==> config.mk <==
export PLATFORM = sky130hd
export DESIGN_NAME = instr_fetch_issue
export DESIGN_NICKNAME = d
export VERILOG_FILES = /design/src/rtl/instr_fetch_issue.sv
export SDC_FILE = /design/constraint.sdc
export NUM_CORES = 1
export LEC_CHECK = 0
export BUFFER_PORTS_ARGS = -buffer_cell sky130_fd_sc_hd__buf_2
export CAP_MARGIN = 20
export CORE_ASPECT_RATIO = 0.75
export CORE_MARGIN = 2
export CORE_UTILIZATION = 49
export DETAILED_ROUTE_END_ITERATION = 6
export PLACE_DENSITY = 0.82
export SLEW_MARGIN = 20
export SYNTH_ARGS = -nofsm -noshare
export SYNTH_HDL_FRONTEND = slang
export SYNTH_SLANG_ARGS = --single-unit
==> constraint.sdc <==
create_clock -name clk -period 4.05 [get_ports clk]
set_clock_uncertainty 0.2 [all_clocks]
set_input_delay 0.2025 -clock clk [delete_from_list [all_inputs] [get_ports clk]]
set_output_delay 0.2025 -clock clk [all_outputs]
set_load 0.01 [all_outputs]
==> src/rtl/instr_fetch_issue.sv <==
// Multi-cycle instruction fetch/issue unit: fetches words over a req/ready
// handshake, holds them in an IR and issues OpCode/Operands to the decoder.
module instr_fetch_issue #(
  parameter int INSTR_W  = 16,
  parameter int ADDR_W   = 8,
  parameter int RESET_PC = 0
) (
  input  logic                 clk,
  input  logic                 reset,
  input  logic                 Start,
  output logic                 ImemReq,
  output logic [ADDR_W-1:0]    ImemAddr,
  input  logic                 ImemReady,
  input  logic [INSTR_W-1:0]   ImemRdata,
  output logic                 InstrValid,
  input  logic                 InstrReady,
  output logic [2:0]           OpCode,
  output logic [INSTR_W-4:0]   Operands,
  output logic [ADDR_W-1:0]    PC,
  input  logic                 Redirect,
  input  logic [ADDR_W-1:0]    RedirectPC,
  output logic                 Halted
);

  typedef enum logic [1:0] {
    S_IDLE   = 2'd0,
    S_FETCH  = 2'd1,
    S_ISSUE  = 2'd2,
    S_HALTED = 2'd3
  } state_t;

  localparam logic [ADDR_W-1:0] RESET_PC_V = ADDR_W'(RESET_PC);

  state_t               r_state;
  logic [ADDR_W-1:0]    r_pc;
  logic [INSTR_W-1:0]   r_ir;
  logic                 r_imem_req;
  logic                 r_instr_valid;
  logic                 r_halted;

  logic                 w_halt_word;
  logic [ADDR_W-1:0]    w_pc_inc;

  assign w_halt_word = &ImemRdata;
  assign w_pc_inc    = r_pc + 1'b1;

  // Handshake outputs are registered alongside the state so no input reaches
  // an output combinationally.
  // NOTE: all state here uses non-blocking assignments so every register
  // samples the pre-edge values of its peers.
  always_ff @(posedge clk) begin
    if (reset) begin
      r_state       <= S_IDLE;
      r_pc          <= RESET_PC_V;
      r_ir          <= '0;
      r_imem_req    <= 1'b0;
      r_instr_valid <= 1'b0;
      r_halted      <= 1'b0;
    end else begin
      case (r_state)
        S_IDLE: begin
          if (Redirect) r_pc <= RedirectPC;
          if (Start) begin
            r_state    <= S_FETCH;
            r_imem_req <= 1'b1;
          end
        end

        S_FETCH: begin
          // Redirect wins over the memory handshake; the returned word is dropped.
          if (Redirect) begin
            r_pc <= RedirectPC;
          end else if (ImemReady) begin
            r_ir       <= ImemRdata;
            r_imem_req <= 1'b0;
            if (w_halt_word) begin
              r_state  <= S_HALTED;
              r_halted <= 1'b1;
            end else begin
              r_state       <= S_ISSUE;
              r_instr_valid <= 1'b1;
            end
          end
        end

        S_ISSUE: begin
          if (Redirect || InstrReady) begin
            r_pc          <= Redirect ? RedirectPC : w_pc_inc;
            r_state       <= S_FETCH;
            r_instr_valid <= 1'b0;
            r_imem_req    <= 1'b1;
          end
        end

        S_HALTED: begin
          r_halted <= 1'b1;
        end

        default: begin
          r_state       <= S_IDLE;
          r_imem_req    <= 1'b0;
          r_instr_valid <= 1'b0;
        end
      endcase
    end
  end

  assign ImemReq    = r_imem_req;
  assign ImemAddr   = r_pc;
  assign PC         = r_pc;
  assign InstrValid = r_instr_valid;
  assign Halted     = r_halted;
  assign OpCode     = r_ir[INSTR_W-1 -: 3];
  assign Operands   = r_ir[INSTR_W-4:0];

endmodule

==> run_results.csv <==
group,metric,value,unit
hold_path,hold_start,"RedirectPC[6]",
logic_synthesis,synth_top_cells_by_area,"sky130_fd_sc_hd__dfxtp_1 (41%), sky130_fd_sc_hd__nand2_1 (11%), sky130_fd_sc_hd__a21oi_1 (10%)",
logic_synthesis,synth-seq-cells,29,
sta,setup_total_negative_slack,0,ns
sta,timing.max_slew.rel_slack,0.536,
placement,place_inst,256,
hold_path,holdCritPathClass,"in -> reg",
grt,global_route_wire_length_before_repair,5750,um
logic_synthesis,synth_edf_count,0,
cells_and_area,synthesis_to_finish_area_growth,38.2,%
logic_synthesis,synth_largest_area_cell,"sky130_fd_sc_hd__dfxtp_1",
die,starting_density_of_the_core,0.526,
sta,max_clock_freq,492,MHz
cells_and_area,final_layout_size_suffix_gt1_frac,0.332,
logic_synthesis,synth_flop_cell,"sky130_fd_sc_hd__dfxtp_1",
outcome,run_status,"complete, no violations",
die,floorplan_core_area,2680,um^2
placement,hpwl,2370,um
critical_path,reg2reg_setup_slack,2.02,ns
power,totalPowerFinal,673,uW
cells_and_area,number_of_inserted_filler_cells_in_the_final_layout,210,
clock_network,clk_transition_reported_paths,0.06,ns
critical_path,path_class,"reg -> reg",
sta,setup_viol,0,
detailed_routing,drtIter0Drc,120,
detailed_routing,drt_pass1_iterations,4,
logic_synthesis,number_of_instances_in_the_synthesized_netlist,173,
logic_synthesis,yosys.area.top_type_share,0.411,
logic_synthesis,yosysWarningCount,0,
sta,worstMarginPinSlew,0.696,ns
critical_path,timing.critical_path.to_type,"flop",
hold_path,min_path_cells,3,
detailed_routing,drt-wirelength-per-cell,12.6,um
detailed_routing,detailed_route_vias_per_instance,5.17,
logic_synthesis,syn-num-nets,204,
critical_path,path_max_fanout,16,
sta,unrepaired_setup_endpoints_after_global_routing,"no",
cells_and_area,area_taken_by_multi_input_logic_gates,698,um^2
logic_synthesis,post_synth.cell_area_avg,8.16,um^2
die,floorplan.die.width,66.0,um
grt,maximum_number_of_pins_on_one_net_before_global_route_repair,31,
logic_synthesis,seq_area_frac_synth,0.411,
flow_run,maxCapViolCount,0,
grt,globalRouteTotalUtil,0.228,
hold_path,hold_end,"ImemAddr[6]",
critical_path,crit-reg2reg-launch,"r_state[1]",
critical_path,critical_path_max_stage_delay,0.66,ns
cells_and_area,final_non_filler_cell_total,283,
clock_network,cts-buffers-inserted,5,
placement,globalplace.congestion,0.814,
cells_and_area,diodes,0,
detailed_routing,via_count,1463,
sta,hold_violations,0,
clock_network,htree_num_levels,2,
logic_synthesis,post_synth_cell_types,39,
critical_path,cell_by_cell_listing_of_the_critical_path,"or3b_1 > and2_0 > o21ai_0 > a21oi_1",
clock_network,tritoncts,"done",
die,fp.dieArea,3330,um^2
cells_and_area,final_net_count,277,
clock_network,clock_insertion_delay_worst_skew,0.27,ns
sta,layout_min_cycle_time,2.03,ns
detailed_routing,routed_wl,3560,um
logic_synthesis,async_sr_flop_fraction,0,
power,powerDensity,345,nW/um^2
sta,slew_viol_final,0,
power,static_leakage,0.839,nW
detailed_routing,final_antenna_net_count,0,
clock_network,ctsLongestPathBuffers,2,
critical_path,crit_arrival,1.97,ns
die,design.portCount,65,
clock_network,post_cts.resized_instances,0,
logic_synthesis,synthMostInstantiatedCell,"sky130_fd_sc_hd__nand2_1",
cells_and_area,final-seq-area,581,um^2
clock_network,clkSinkCount,29,
critical_path,cp.required,3.99,ns
die,fp.dieH,50.5,um
critical_path,worst_r2r_path_depth,4,
clock_network,clock_tree.root_cell,"sky130_fd_sc_hd__clkbuf_8",
grt,first_global_vias,1292,
critical_path,critPathLaunchType,"flop",
logic_synthesis,ranking_of_synthesized_cells_by_instance_count,"sky130_fd_sc_hd__nand2_1 (40), sky130_fd_sc_hd__a21oi_1 (29), sky130_fd_sc_hd__dfxtp_1 (29)",
power,power.ir.vdd_worst,272,uV
placement,buffer_ports.inserted,64,
grt,grt_remaining_overflow,0,
die,std_cell_rows,16,
sta,post-route-period-util,0.502,
logic_synthesis,syn-cell-area,1410,um^2
cells_and_area,finish.instance_area,1950,um^2
grt,grt_antenna_before_repair,0,
placement,dpl-instance-area,1660,um^2
critical_path,critical_path.slowest_cell,"sky130_fd_sc_hd__or3b_1",
critical_path,reg2reg_to,"ImemAddr[2]",
detailed_routing,detail_route.drc_violations,0,
-- critical path: cells and delay by family, from the launching register on --
family / cells / cell delay (ns)
compound gates: 2 / 0.24
flops: 1 / 0.54
simple gates: 2 / 0.92
-- power by group --
part           total (mW)  switching (mW)  leakage (nW)  internal [mW]
Sequential          0.312          0.0139         0.237          0.298
Clock               0.261           0.107        0.0542          0.153
Combinational       0.100          0.0503         0.548         0.0499
Total               0.673           0.172         0.839          0.502
-- cell usage in the layout (no fill, tap or decap), types with 3 or more instances in the layout --
cell,Yosys,layout
sky130_fd_sc_hd__buf_2,1,64
sky130_fd_sc_hd__nor3_1,3,3
sky130_fd_sc_hd__nor2_1,3,3
sky130_fd_sc_hd__nand2b_1,3,3
sky130_fd_sc_hd__nand4_1,5,5
sky130_fd_sc_hd__inv_1,4,4
sky130_fd_sc_hd__dfxtp_1,29,29
sky130_fd_sc_hd__dlygate4sd3_1,0,19
sky130_fd_sc_hd__nand2_1,40,40
sky130_fd_sc_hd__nor2b_1,3,3
sky130_fd_sc_hd__o21ai_0,8,8
sky130_fd_sc_hd__clkbuf_8,0,7
sky130_fd_sc_hd__a21oi_1,29,29
-- area by class of cell --
class | count | area share
inverter | 4 | 0.00770
clock buffer | 7 | 0.0494
timing repair buffer | 83 | 0.262
tap | 36 | 0.0231
multi-input combinational | 123 | 0.358
sequential | 29 | 0.298
clock inverter | 1 | 0.00257
-- what timing repair did --
item	CTS	global route
endpoints found under the hold margin	19	0
buffers inserted	0	0
hold buffers	19	0
-- stage by stage --
step | setup slack [ns] | hold slack [ns] | utilization
floorplan | 2.45 | 0.138 | -
global placement | 2.07 | 0.240 | 0.618
detailed placement | 2.03 | 0.246 | 0.618
CTS | 2.03 | 0.00135 | 0.727
global route | 1.85 | 0.00636 | 0.727
finish | 2.02 | 0.00192 | 0.727
-- registers in the layout (all words and copies together), names as in the netlist --
register and flops:
r_ir 16, ImemAddr 8, r_state 2, Halted 1, ImemReq 1, InstrValid 1
-- worst max-delay path by stage --
stage / cells past startpoint / to / slack [ns] / startpoint
5_1_grt: 4 / ImemAddr[2] / 1.85 / r_state[1]
6_report: 4 / ImemAddr[2] / 2.02 / r_state[1]
2_1_floorplan: 6 / ImemAddr[2] / 2.45 / r_state[0]
4_1_cts: 4 / ImemAddr[6] / 2.03 / r_state[1]
3_3_place_gp: 4 / ImemAddr[2] / 2.07 / r_state[1]
3_5_place_dp: 4 / ImemAddr[2] / 2.03 / r_state[1]
-- cell families (layout without fill, tap and decap cells) --
kind of cell	count (synthesis)	count (layout)	share of synthesized area
buffers and inverters	21	95	0.0940
DFF	29	29	0.411
and+or+nand+nor	73	73	0.279
AOI/OAI and AO/OA	49	49	0.207
adders and majority gates	1	1	0.00886
-- layer usage --
layer	GRT usage	part of all wire
met3	0.0830	0.058
met4	0.0476	0.0011
met1	0.308	0.48
met2	0.352	0.46
met5	0	0
Note: power is estimated with default switching activity, not from simulation.
